===== src/rtl/ser_tx.sv =====
// Parallel-to-serial transmitter: loads one WIDTH-bit word every WIDTH enabled
// cycles and shifts it out one bit per cycle, substituting IDLE_WORD on a miss.
module ser_tx #(
  parameter int unsigned        WIDTH     = 10,
  parameter bit                 LSB_FIRST = 1'b0,
  parameter logic [WIDTH-1:0]   IDLE_WORD = '0
) (
  input  logic             clk,
  input  logic             rst,
  input  logic             en,
  input  logic [WIDTH-1:0] in_data,
  input  logic             in_valid,
  output logic             in_ready,
  output logic             out,
  output logic             frame,
  output logic             underflow
);

  // Handshake: a transfer happens on a rising edge where in_valid and in_ready
  // are both high. in_ready depends only on the bit counter and en, never on
  // in_valid, so the source may hold in_valid high for any number of cycles.

  localparam int unsigned    CW   = (WIDTH > 1) ? $clog2(WIDTH) : 1;
  localparam logic [CW-1:0]  LAST = CW'(WIDTH - 1);

  logic [CW-1:0]    cnt;
  logic [WIDTH-1:0] shift;
  logic [WIDTH-1:0] shift_next;
  logic             load_slot;

  assign load_slot = en && (cnt == LAST);
  assign in_ready  = load_slot;

  // Shift direction is chosen so the bit on out is always the next one to send.
  always_comb begin
    shift_next = shift;
    if (LSB_FIRST) begin
      shift_next = {1'b0, shift[WIDTH-1:1]};
    end else begin
      shift_next = {shift[WIDTH-2:0], 1'b0};
    end
  end

  // Reset parks the counter on the last bit so the first enabled cycle loads.
  always_ff @(posedge clk or posedge rst) begin
    if (rst) begin
      cnt       <= LAST;
      shift     <= '0;
      frame     <= 1'b0;
      underflow <= 1'b0;
    end else if (en) begin
      cnt       <= (cnt == LAST) ? '0 : cnt + CW'(1);
      frame     <= load_slot;
      underflow <= load_slot && !in_valid;
      if (load_slot) begin
        shift <= in_valid ? in_data : IDLE_WORD;
      end else begin
        shift <= shift_next;
      end
    end
  end

  assign out = LSB_FIRST ? shift[0] : shift[WIDTH-1];

endmodule


===== config.mk =====
export PLATFORM = sky130hd
export DESIGN_NAME = ser_tx
export DESIGN_NICKNAME = d
export VERILOG_FILES = /design/src/rtl/ser_tx.sv
export SDC_FILE = /design/constraint.sdc
export NUM_CORES = 1
export LEC_CHECK = 0
export ABC_AREA = 0
export CAP_MARGIN = 20
export CELL_PAD_IN_SITES_DETAIL_PLACEMENT = 0
export CELL_PAD_IN_SITES_GLOBAL_PLACEMENT = 1
export CORE_MARGIN = 3
export CORE_UTILIZATION = 31
export CTS_BUF_LIST = sky130_fd_sc_hd__clkbuf_16
export CTS_CLUSTER_DIAMETER = 30
export CTS_CLUSTER_SIZE = 14
export DETAILED_ROUTE_END_ITERATION = 8
export GPL_TIMING_DRIVEN = 1
export PLACE_DENSITY = 0.66
export SYNTH_ARGS = -nofsm -noshare
export SYNTH_HDL_FRONTEND = slang
export SYNTH_SLANG_ARGS = --single-unit

===== constraint.sdc =====
create_clock -name clk -period 2 [get_ports clk]
set_input_delay 0.4 -clock clk [delete_from_list [all_inputs] [get_ports clk]]
set_output_delay 0.4 -clock clk [all_outputs]
set_load 0.01 [all_outputs]

==> impl_metrics.json <==
{
  "run_status": "finished clean",
  "synth_warnings": 0,
  "p_leak_nw": 0.485,
  "cts_tree": "yes",
  "clock_sinks": 16,
  "worstPathArrival_ps": 1510,
  "area_delta_synth_final_pct": 39.3,
  "regArea_um2": 403,
  "syn_avg_cell_area_um2": 12.3,
  "synth.net_count": 74,
  "drive_above_1_share_pct": 18.1,
  "gp_congestion": 0.704,
  "postSynthCellCount": 60,
  "start_util_pct": 33.1,
  "synth_area_um2": 739,
  "overflow": 0,
  "drv_slew": 0,
  "drt_pre_antenna_iters": 4,
  "synth_area_leaders": "dfrtp_1 (47%), a221o_1 (12%), dfstp_2 (7.1%)",
  "die_h_um": 54.8,
  "synth_edf_count": 0,
  "grt_pass1_wl_mm": 2.28,
  "antenna_found_initial": 0,
  "yosysSeqAreaShare_pct": 54.5,
  "viasPerCell": 4.90,
  "finish.instance_area_um2": 1030,
  "io_pins": 18,
  "min_path_type": "reg -> reg",
  "max_freq_ghz": 0.525,
  "holdPathStages": 2,
  "nets": 98,
  "clk_latency_ps": 250,
  "track_usage_pct": 11.2,
  "drt-met1-wl_um": 718,
  "fin_crit_sh_pct": 95.3,
  "reg2reg_from": "cnt[3]$_DFFE_PP1P_",
  "core.rowCount": 17,
  "async_reset_ff_share_pct": 100,
  "crit_type": "in -> out",
  "yosys_most_used_dff": "dfrtp_1",
  "postPlaceCellArea_um2": 952,
  "hold_viol": 0,
  "p_per_area_nw_per_um2": 1230,
  "hold_end": "frame$_DFFE_PP0P_",
  "finClkSkew_ps": 1.93,
  "path_clk_slew_ps": 50,
  "first_iter_violations": 3,
  "insertedDiodeCount": 0,
  "dr.max_layer_used": "met4",
  "r2r_slack_ps": 490,
  "die_x_um": 54.8,
  "crit_slowest_cell": "clkdlybuf4s50_1",
  "tightestPinTransition_ps": 589,
  "fin_crit_ps": 1910,
  "dr_wl_met2_um": 659,
  "cap_viol_max_count": 0,
  "cp-start-kind": "input pin",
  "place.port_buffers": 17,
  "relSlewSlack_pct": 60.7,
  "worst_r2r_path_depth": 5,
  "ant_nets": 0,
  "multiInputGateArea_um2": 295,
  "num_vias": 544,
  "synthDistinctLibCells": 24,
  "setup_viol": 0,
  "grt_max_degree": 17,
  "cts_buffers": 3,
  "met3WireLength_um": 105,
  "cp-end-kind": "output pin",
  "hpwl_mm": 1.10,
  "yosysTopAreaCellShare_pct": 47.4,
  "wl_mm": 1.50,
  "ir_drop_mv": 0.756,
  "cts_hold_buf": 0,
  "cts_root_buf": "clkbuf_16",
  "r2r_end": "shift[9]$_DFFE_PP0P_",
  "synth_top_cell_by_area": "dfrtp_1",
  "routedWlPerCell_um": 13.5,
  "drc": 0,
  "ys_ff_latch": 16,
  "first_global_vias": 489,
  "crit_fanout": 2,
  "fillers": 220,
  "min_from": "frame$_DFFE_PP0P_",
  "rsz0062_at_grt": "no",
  "path_cells": "clkdlybuf4s50_1, and3b_1, and2_2, dlygate4sd2_1",
  "cts_max_path_buffers": 2,
  "power_mw": 1.26,
  "slowest_delay_ps": 440,
  "core_um2": 2230,
  "die_area_um2": 3010,
  "required_ps": 1600,
  "cts_max_level": 1
}
[synthesized netlist by cell type, types with 2 or more instances]
master   number
a221o_1       9
buf_6         2
dfstp_2       2
nor2b_1       6
and2b_1       4
inv_1         5
nor2_1        2
dfrtp_1      14
[cell type report]
type / count / area share (%)
Clock inverter: 1 / 0.365
Inverter: 5 / 1.82
Clock buffer: 3 / 7.29
Tap cell: 28 / 3.40
Sequential cell: 16 / 39.1
Timing Repair Buffer: 21 / 19.3
Multi-Input combinational cell: 37 / 28.7
[repair_timing]
item                                    4_1_cts  5_1_grt
endpoints found under the setup margin        1        0
resized for setup                             1        0
setup buffers                                 0        0
[worst max path at each step]
stage                       start                    to  cells past startpoint
2_1_floorplan  cnt[3]$_DFFE_PP1P_  shift[1]$_DFFE_PP0P_                      3
6_report                       en              in_ready                      4
4_1_cts                        en              in_ready                      4
3_3_place_gp                   en              in_ready                      4
5_1_grt                        en              in_ready                      4
3_5_place_dp                   en              in_ready                      4
[through the flow]
| stage | cells | TNS [ps] | utilization (%) | hold slack [ps] | setup WS (ps) |
|---|---|---|---|---|---|
| after floorplan | 60 | 0 | - | 312 | 698 |
| after global placement | 107 | -174 | 42.6 | 483 | -174 |
| after detailed placement | 107 | -171 | 42.6 | 484 | -171 |
| after CTS | 111 | 0 | 46.1 | 502 | 88.8 |
| after global routing | 111 | 0 | 46.1 | 519 | 39.0 |
| final | 111 | 0 | 46.1 | 495 | 94.8 |
[layer usage]
metal | vias up | global-route usage, %
met4 | 0 | 3.73
met5 | - | 0
met2 | 13 | 15.6
li1 | 264 | -
met3 | 2 | 5.72
met1 | 265 | 14.9
[cell usage in the layout, fill, tap and decap left out]
| cell type | instances |
|---|---|
| nand2_1 | 1 |
| a221o_1 | 9 |
| a22o_1 | 1 |
| dfstp_2 | 2 |
| and3b_1 | 1 |
| clkinv_1 | 1 |
| xor2_1 | 1 |
| nand3_1 | 1 |
| a21oi_1 | 1 |
| nor3_1 | 1 |
| and3_4 | 1 |
| dlygate4sd2_1 | 1 |
| a31oi_1 | 1 |
| xnor2_1 | 1 |
| a21o_2 | 1 |
| and2_2 | 1 |
| buf_4 | 4 |
| inv_1 | 5 |
| o22ai_1 | 1 |
| a22o_2 | 1 |
| a31oi_2 | 1 |
| and2b_1 | 4 |
| clkdlybuf4s50_1 | 16 |
| clkbuf_16 | 3 |
| nor2_1 | 2 |
| nor2b_1 | 6 |
| nor2b_4 | 1 |
| dfrtp_1 | 14 |
[registers in the layout, indices dropped and copies added, names as in the netlist]
signal,cells
cnt,4
frame,1
shift,10
underflow,1
[worst max-delay path, delay by kind of cell]
kind	cells	cell delay, ps
buf+inv	2	720
simple gates	2	380
[power breakdown]
| part | internal (mW) | leakage (nW) | switching [mW] |
|---|---|---|---|
| Combinational | 0.215 | 0.237 | 0.147 |
| Clock | 0.265 | 0.0385 | 0.119 |
| Sequential | 0.444 | 0.209 | 0.0716 |
[cells by family (layout without fill, tap and decap cells)]
| logic type | after synthesis | count (layout) | synth area share [%] |
|---|---|---|---|
| AO/OA/AOI/OAI | 16 | 16 | 20.0 |
| AND/OR/NAND/NOR | 19 | 19 | 17.6 |
| XOR/XNOR | 2 | 2 | 2.37 |
| flip-flops | 16 | 16 | 54.5 |
| buffers and inverters | 7 | 30 | 5.58 |
Note: power is estimated with default switching activity, not from simulation.
